File: src/rtl/ps2_pkg.sv
// Shared types and byte constants for the PS/2 keyboard controller.
package ps2_pkg;

  typedef enum logic [1:0] {IDLE, EXT, BRK, PAUSE} ps2_parse_t;

  typedef struct packed {
    logic       ext;
    logic       brk;
    logic [7:0] code;
  } ps2_evt_t;

  localparam logic [7:0] PS2_E0 = 8'hE0;
  localparam logic [7:0] PS2_E1 = 8'hE1;
  localparam logic [7:0] PS2_F0 = 8'hF0;
  localparam logic [7:0] PS2_AA = 8'hAA;
  localparam logic [7:0] PS2_FA = 8'hFA;
  localparam logic [7:0] PS2_FC = 8'hFC;
  localparam logic [7:0] PS2_EE = 8'hEE;
  localparam logic [7:0] PS2_FE = 8'hFE;

  // Pause/Break collapses to this code once its 8-byte sequence is swallowed
  localparam logic [7:0] PS2_PAUSE_CODE = 8'h77;
  localparam logic [2:0] PS2_PAUSE_SKIP = 3'd7;

endpackage

File: src/rtl/ps2_evt_fifo.sv
// Show-ahead event FIFO; head is valid whenever empty is low.
module ps2_evt_fifo
  import ps2_pkg::*;
#(
  parameter int FIFO_DEPTH = 4
) (
  input  logic                        clk,
  input  logic                        reset_n,
  input  logic                        push,
  input  ps2_evt_t                    din,
  output logic                        full,
  input  logic                        pop,
  output ps2_evt_t                    dout,
  output logic                        empty,
  output logic [$clog2(FIFO_DEPTH):0] count
);
  localparam int AW = $clog2(FIFO_DEPTH);
  localparam logic [AW:0]   CNT_ONE = 1;
  localparam logic [AW-1:0] PTR_ONE = 1;

  ps2_evt_t      mem [FIFO_DEPTH];
  logic [AW-1:0] wr_ptr, rd_ptr;
  logic          do_push, do_pop;

  assign full    = count[AW];
  assign empty   = (count == '0);
  assign do_pop  = pop & ~empty;
  // A pop in the same cycle frees the slot, so push at full still lands
  assign do_push = push & (~full | do_pop);
  assign dout    = mem[rd_ptr];

  always_ff @(posedge clk or negedge reset_n) begin
    if (!reset_n) begin
      for (int i = 0; i < FIFO_DEPTH; i++) mem[i] <= '0;
      wr_ptr <= '0;
      rd_ptr <= '0;
      count  <= '0;
    end else begin
      if (do_push) begin
        mem[wr_ptr] <= din;
        wr_ptr      <= wr_ptr + PTR_ONE;
      end
      if (do_pop) rd_ptr <= rd_ptr + PTR_ONE;
      case ({do_push, do_pop})
        2'b10:   count <= count + CNT_ONE;
        2'b01:   count <= count - CNT_ONE;
        default: count <= count;
      endcase
    end
  end

endmodule

File: src/rtl/ps2_kbd_ctrl.sv
// Scan-code set 2 parser with event FIFO, receiver gating and stall watchdog.
module ps2_kbd_ctrl
  import ps2_pkg::*;
#(
  parameter int FIFO_DEPTH  = 4,
  parameter int TIMEOUT_CYC = 150_000
) (
  input  logic       clk,
  input  logic       reset_n,
  input  logic       rx_idle,
  input  logic       rx_done_tick,
  input  logic [7:0] rx_data,
  output logic       rx_en,
  output logic       rx_rst,
  output logic       evt_valid,
  input  logic       evt_ready,
  output logic       evt_ext,
  output logic       evt_brk,
  output logic [7:0] evt_code,
  output logic       bat_ok_tick,
  output logic       ack_tick,
  output logic       err_kbd,
  output logic       err_ovf,
  output logic       err_to
);
  localparam int CW = $clog2(FIFO_DEPTH) + 1;
  localparam int TW = $clog2(TIMEOUT_CYC);
  localparam logic [CW-1:0] CNT_FULL = CW'(FIFO_DEPTH);
  localparam logic [TW-1:0] TO_TERM  = TW'(TIMEOUT_CYC - 1);
  localparam logic [TW-1:0] TO_ONE   = 1;

  ps2_parse_t    state;
  logic          ext_q;
  logic [2:0]    skip_cnt;
  logic [TW-1:0] to_cnt;
  logic          wd_fire, byte_ok;
  logic          push_req, pop, fifo_full, fifo_empty;
  logic [CW-1:0] fifo_count;
  ps2_evt_t      push_evt, head;

  assign wd_fire   = (to_cnt == TO_TERM);
  // The watchdog outranks a byte arriving on the terminal cycle
  assign byte_ok   = rx_done_tick & ~wd_fire;
  assign rx_en     = (fifo_count < CNT_FULL);
  assign evt_valid = ~fifo_empty;
  assign pop       = evt_valid & evt_ready;
  assign evt_ext   = head.ext;
  assign evt_brk   = head.brk;
  assign evt_code  = head.code;

  always_comb begin
    push_req = 1'b0;
    push_evt = '{ext: ext_q, brk: 1'b0, code: rx_data};
    if (byte_ok) begin
      case (state)
        IDLE:  push_req = !(rx_data inside {PS2_E0, PS2_F0, PS2_E1, PS2_AA, PS2_FA,
                                            PS2_FC, 8'h00, 8'hFF, PS2_EE, PS2_FE});
        EXT:   if (rx_data != PS2_F0) begin
                 push_req     = 1'b1;
                 push_evt.ext = 1'b1;
               end
        BRK: begin
          push_req     = 1'b1;
          push_evt.brk = 1'b1;
        end
        PAUSE: if (skip_cnt == 3'd1) begin
                 push_req = 1'b1;
                 push_evt = '{ext: 1'b1, brk: 1'b0, code: PS2_PAUSE_CODE};
               end
        default: push_req = 1'b0;
      endcase
    end
  end

  ps2_evt_fifo #(.FIFO_DEPTH(FIFO_DEPTH)) u_fifo (
    .clk     (clk),
    .reset_n (reset_n),
    .push    (push_req),
    .din     (push_evt),
    .full    (fifo_full),
    .pop     (pop),
    .dout    (head),
    .empty   (fifo_empty),
    .count   (fifo_count)
  );

  always_ff @(posedge clk or negedge reset_n) begin
    if (!reset_n) begin
      state       <= IDLE;
      ext_q       <= 1'b0;
      skip_cnt    <= '0;
      to_cnt      <= '0;
      rx_rst      <= 1'b0;
      bat_ok_tick <= 1'b0;
      ack_tick    <= 1'b0;
      err_kbd     <= 1'b0;
      err_ovf     <= 1'b0;
      err_to      <= 1'b0;
    end else begin
      bat_ok_tick <= byte_ok && state == IDLE && rx_data == PS2_AA;
      ack_tick    <= byte_ok && state == IDLE && rx_data == PS2_FA;
      err_kbd     <= byte_ok && state == IDLE &&
                     (rx_data inside {PS2_FC, 8'h00, 8'hFF});
      err_ovf     <= push_req & fifo_full & ~pop;
      rx_rst      <= wd_fire;
      err_to      <= wd_fire;
      if (wd_fire) begin
        state  <= IDLE;
        ext_q  <= 1'b0;
        to_cnt <= '0;
      end else begin
        if (rx_done_tick || (rx_idle && state == IDLE)) to_cnt <= '0;
        else if (to_cnt != TO_TERM)                     to_cnt <= to_cnt + TO_ONE;
        if (rx_done_tick) begin
          case (state)
            IDLE:
              if (rx_data == PS2_E0) begin
                ext_q <= 1'b1;
                state <= EXT;
              end else if (rx_data == PS2_F0) begin
                state <= BRK;
              end else if (rx_data == PS2_E1) begin
                skip_cnt <= PS2_PAUSE_SKIP;
                state    <= PAUSE;
              end
            EXT:
              if (rx_data == PS2_F0) state <= BRK;
              else begin
                ext_q <= 1'b0;
                state <= IDLE;
              end
            BRK: begin
              ext_q <= 1'b0;
              state <= IDLE;
            end
            PAUSE: begin
              skip_cnt <= skip_cnt - 3'd1;
              if (skip_cnt == 3'd1) begin
                ext_q <= 1'b0;
                state <= IDLE;
              end
            end
            default: state <= IDLE;
          endcase
        end
      end
    end
  end

endmodule
File: config.mk
export PLATFORM = sky130hd
export DESIGN_NAME = ps2_kbd_ctrl
export DESIGN_NICKNAME = d
export VERILOG_FILES = /design/src/rtl/ps2_pkg.sv /design/src/rtl/ps2_evt_fifo.sv /design/src/rtl/ps2_kbd_ctrl.sv
export SDC_FILE = /design/constraint.sdc
export NUM_CORES = 1
export LEC_CHECK = 0
export CAP_MARGIN = 20
export CORE_AREA = 5 5 107 109
export CTS_CLUSTER_DIAMETER = 50
export CTS_CLUSTER_SIZE = 25
export DETAILED_ROUTE_END_ITERATION = 12
export DIE_AREA = 0 0 112 114
export MAX_ROUTING_LAYER = met4
export SLEW_MARGIN = 15
export SYNTH_ARGS = -nofsm -noshare
export SYNTH_HDL_FRONTEND = slang
export SYNTH_HIERARCHICAL = 1
export SYNTH_SLANG_ARGS = --single-unit
File: constraint.sdc
create_clock -name clk -period 3.2 [get_ports clk]
set_input_delay 0.48 -clock clk [delete_from_list [all_inputs] [get_ports clk]]
set_output_delay 0.48 -clock clk [all_outputs]
set_load 0.01 [all_outputs]
==> impl_metrics.json <==
{
  "synthArstFlopShare": 1.00,
  "skew_ns": 0.00911,
  "endpoint_kind": "flop",
  "period_minus_slack_ns": 2.85,
  "path_clk_slew_ns": 0.08,
  "setup_viol": 0,
  "antennaDiodeCount": 0,
  "vias": 2578,
  "drive_gt1_frac": 0.261,
  "die_x_um": 112,
  "dieArea_um2": 12800,
  "track_usage": 0.141,
  "synthToLayoutAreaGrowth_pct": 17.5,
  "maxSlewViolCount": 0,
  "gp_congestion": 0.875,
  "p_per_area_nw_per_um2": 840,
  "drc": 0,
  "placement.io_buffers": 30,
  "synthTopCellsByCount": "dfrtp_1, mux2_4, nor2_1",
  "ff_latch_area_um2": 1900,
  "multiInputGateArea_um2": 1960,
  "h-tree-depth": 3,
  "vdd_drop_max_uv": 337,
  "finalSetupTns_ns": 0,
  "floorplan.initialDensity": 0.383,
  "finish.instance_area_um2": 4720,
  "synth_cell_type_count": 52,
  "antenna_found_initial": 0,
  "critPathMaxStageDelay_ns": 0.56,
  "relSlewSlack": 0.364,
  "p_comb_frac": 0.415,
  "ys_warn_count": 6,
  "start_kind": "primary input",
  "status": "complete, no violations",
  "numCtsBuffers": 9,
  "r2r_cells": 12,
  "grt_pass1_vias": 2654,
  "viasPerCell": 5.07,
  "netlist_area_um2": 4020,
  "max_freq_ghz": 0.350,
  "dp_hpwl_um": 5420,
  "clk_latency_ns": 0.36,
  "reg2reg_slack_ns": 0.51,
  "power_switching_mw": 1.21,
  "core_area_um2": 10500,
  "synth-edff-count": 0,
  "setup_ws_ns": 0.347,
  "cts_tree": "built",
  "syn_nets": 342,
  "slowest_stage": "or4_4",
  "rows": 38,
  "post_cts_buffers": 0,
  "syn-mean-instance-area_um2": 12.6,
  "nFillCells": 966,
  "p_clk_frac": 0.199,
  "placed_area_um2": 4520,
  "drtIter0Drc": 117,
  "ant_nets": 0,
  "detailedRoute.firstPassIterationCount": 4,
  "tightest_slew_ns": 0.954,
  "synth_top_cells_by_area": "dfrtp_1, mux2_4, mux4_2, nor2_1, xor2_1",
  "grt_max_degree": 77,
  "nets": 386,
  "cp.required_ns": 3.48,
  "ios": 31,
  "power_frac_seq": 0.386,
  "rr_startpoint": "state[1]",
  "synth_top_area_frac": 0.473,
  "critPathTopFamily": "simple AND/OR/NAND/NOR gates",
  "gr-total-overflow": 0,
  "worstPathCellList": "clkdlybuf4s50_1 > or4_4 > nor3_1 > o21ai_0 > nand4b_1 > nor2_1 > nand2_1 > ha_1 > inv_1 > fa_1 > xor2_1 > nor2_1 > xor2_1",
  "ys_ff_latch": 76,
  "p_sw_frac": 0.306,
  "cts.sinks": 76,
  "rsz0062_at_grt": "no",
  "wl_um": 8150,
  "hold_viol_final": 0,
  "die_h_um": 114,
  "post_cts_resized": 0,
  "cts_max_path_buffers": 2,
  "min_period_over_period": 0.892,
  "setup.worst_path.class": "primary input to flop",
  "cp_num_buf_inv": 2,
  "synth_cells": 320,
  "holdBufCountCts": 0,
  "timing.rr.end": "u_fifo/count[2]",
  "crit_arrival_ns": 3.14,
  "dp_slack_ns": -0.0125,
  "yosysMostFrequentCell": "dfrtp_1",
  "clock-root-buffer": "clkbuf_8",
  "wl_per_cell_um": 16.1,
  "ys_seq_area_frac": 0.473,
  "grt_pass1_wl_um": 13800,
  "cap_viol_max_count": 0,
  "intPower_mw": 2.75,
  "synth_ff_type": "dfrtp_1",
  "synth_top_cell_by_area": "dfrtp_1",
  "hold_path_class": "primary input to async pin",
  "crit_fanout": 2,
  "p_leak_nw": 2.04
}
==> flip-flops by register name, summed over array words and instances, names as in the netlist, 2 cells and up <==
signal,count
u_fifo/mem,40
to_cnt,18
skip_cnt,3
u_fifo/count,3
state,2
u_fifo/rd_ptr,2
u_fifo/wr_ptr,2
==> logic make-up (layout without fill, tap and decap cells) <==
| kind of cell | count (synthesis) | in the layout | synth area share |
|---|---|---|---|
| XOR/XNOR | 23 | 23 | 0.0501 |
| adder cells (fa/ha/maj) | 9 | 9 | 0.0299 |
| AO/OA/AOI/OAI | 22 | 22 | 0.0389 |
| AND/OR/NAND/NOR | 111 | 111 | 0.159 |
| buffers and inverters | 27 | 75 | 0.0389 |
| multiplexers | 52 | 52 | 0.211 |
| flip-flops | 76 | 76 | 0.473 |
==> area by class of cell <==
cell class,count,area share
Sequential cell,76,0.403
Clock buffer,10,0.0270
Clock inverter,5,0.0164
Multi-Input combinational cell,217,0.416
Tap cell,140,0.0371
Inverter,12,0.00954
Timing Repair Buffer,48,0.0917
==> metrics by stage <==
stage,util,hold slack (ns),instances,total power [mW]
final,0.450,0.266,508,3.97
after global routing,0.450,0.330,508,4.22
after CTS,0.450,0.303,508,4.03
after detailed placement,0.430,0.445,493,3.21
after global placement,0.430,0.440,493,3.18
after floorplan,-,0.184,320,2.68
==> power groups by stage <==
stage / Combinational (mW) / Sequential [mW] / Clock [mW]
2_1_floorplan: 1.23 / 1.45 / 0
3_3_place_gp: 1.64 / 1.54 / 0
3_5_place_dp: 1.67 / 1.55 / 0
4_1_cts: 1.68 / 1.54 / 0.814
5_1_grt: 1.78 / 1.58 / 0.859
6_report: 1.65 / 1.53 / 0.789
==> layer usage <==
metal / track usage / share of wire / vias to the layer above
met4: 0.0649 / 0.018 / 0
met1: 0.193 / 0.50 / 1301
met5: - / 0 / -
met3: 0.0249 / 0.033 / 13
li1: - / - / 1219
met2: 0.203 / 0.45 / 45
==> layout by cell type (no fill, tap or decap), drive strengths merged, types with 2 or more instances in the layout <==
cell type and n:
nor4 5, nand2 15, dfrtp 76, xor2 13, inv 12, nand2b 8
nor3 4, bufinv 2, clkdlybuf4s50 29, a21oi 4, and2 3, and4 2
nor2b 4, ha 8, mux4 10, or3 2, o211ai 2, buf 19
nor3b 2, xnor2 10, nand4b 2, nor2 31, clkinv 2, and3 13
nand3 5, nor4b 2, clkbuf 10, mux2 41, o21ai 5, nand4 11
==> worst reg2reg max path, stage by stage (launching register included) <==
cell      delay (ns)
dfrtp_1         0.49
nor2_1          0.29
nand4_1         0.16
nor4_1          0.27
nand4b_1        0.22
nor2_1          0.08
nand2_1         0.09
ha_1            0.17
inv_1           0.05
fa_1            0.37
xor2_1          0.15
nor2_1          0.13
xor2_1          0.15
==> how the worst max path moves through the flow <==
stage / from / to / cells past startpoint
floorplan: rx_data[3] / u_fifo/count[2] / 12
global placement: rx_data[3] / u_fifo/count[2] / 13
detailed placement: rx_data[3] / u_fifo/count[2] / 13
CTS: rx_data[3] / u_fifo/count[2] / 13
global route: rx_data[3] / u_fifo/count[2] / 13
finish: rx_data[3] / u_fifo/count[2] / 13
No activity file was read; power rests on OpenSTA's default activity.
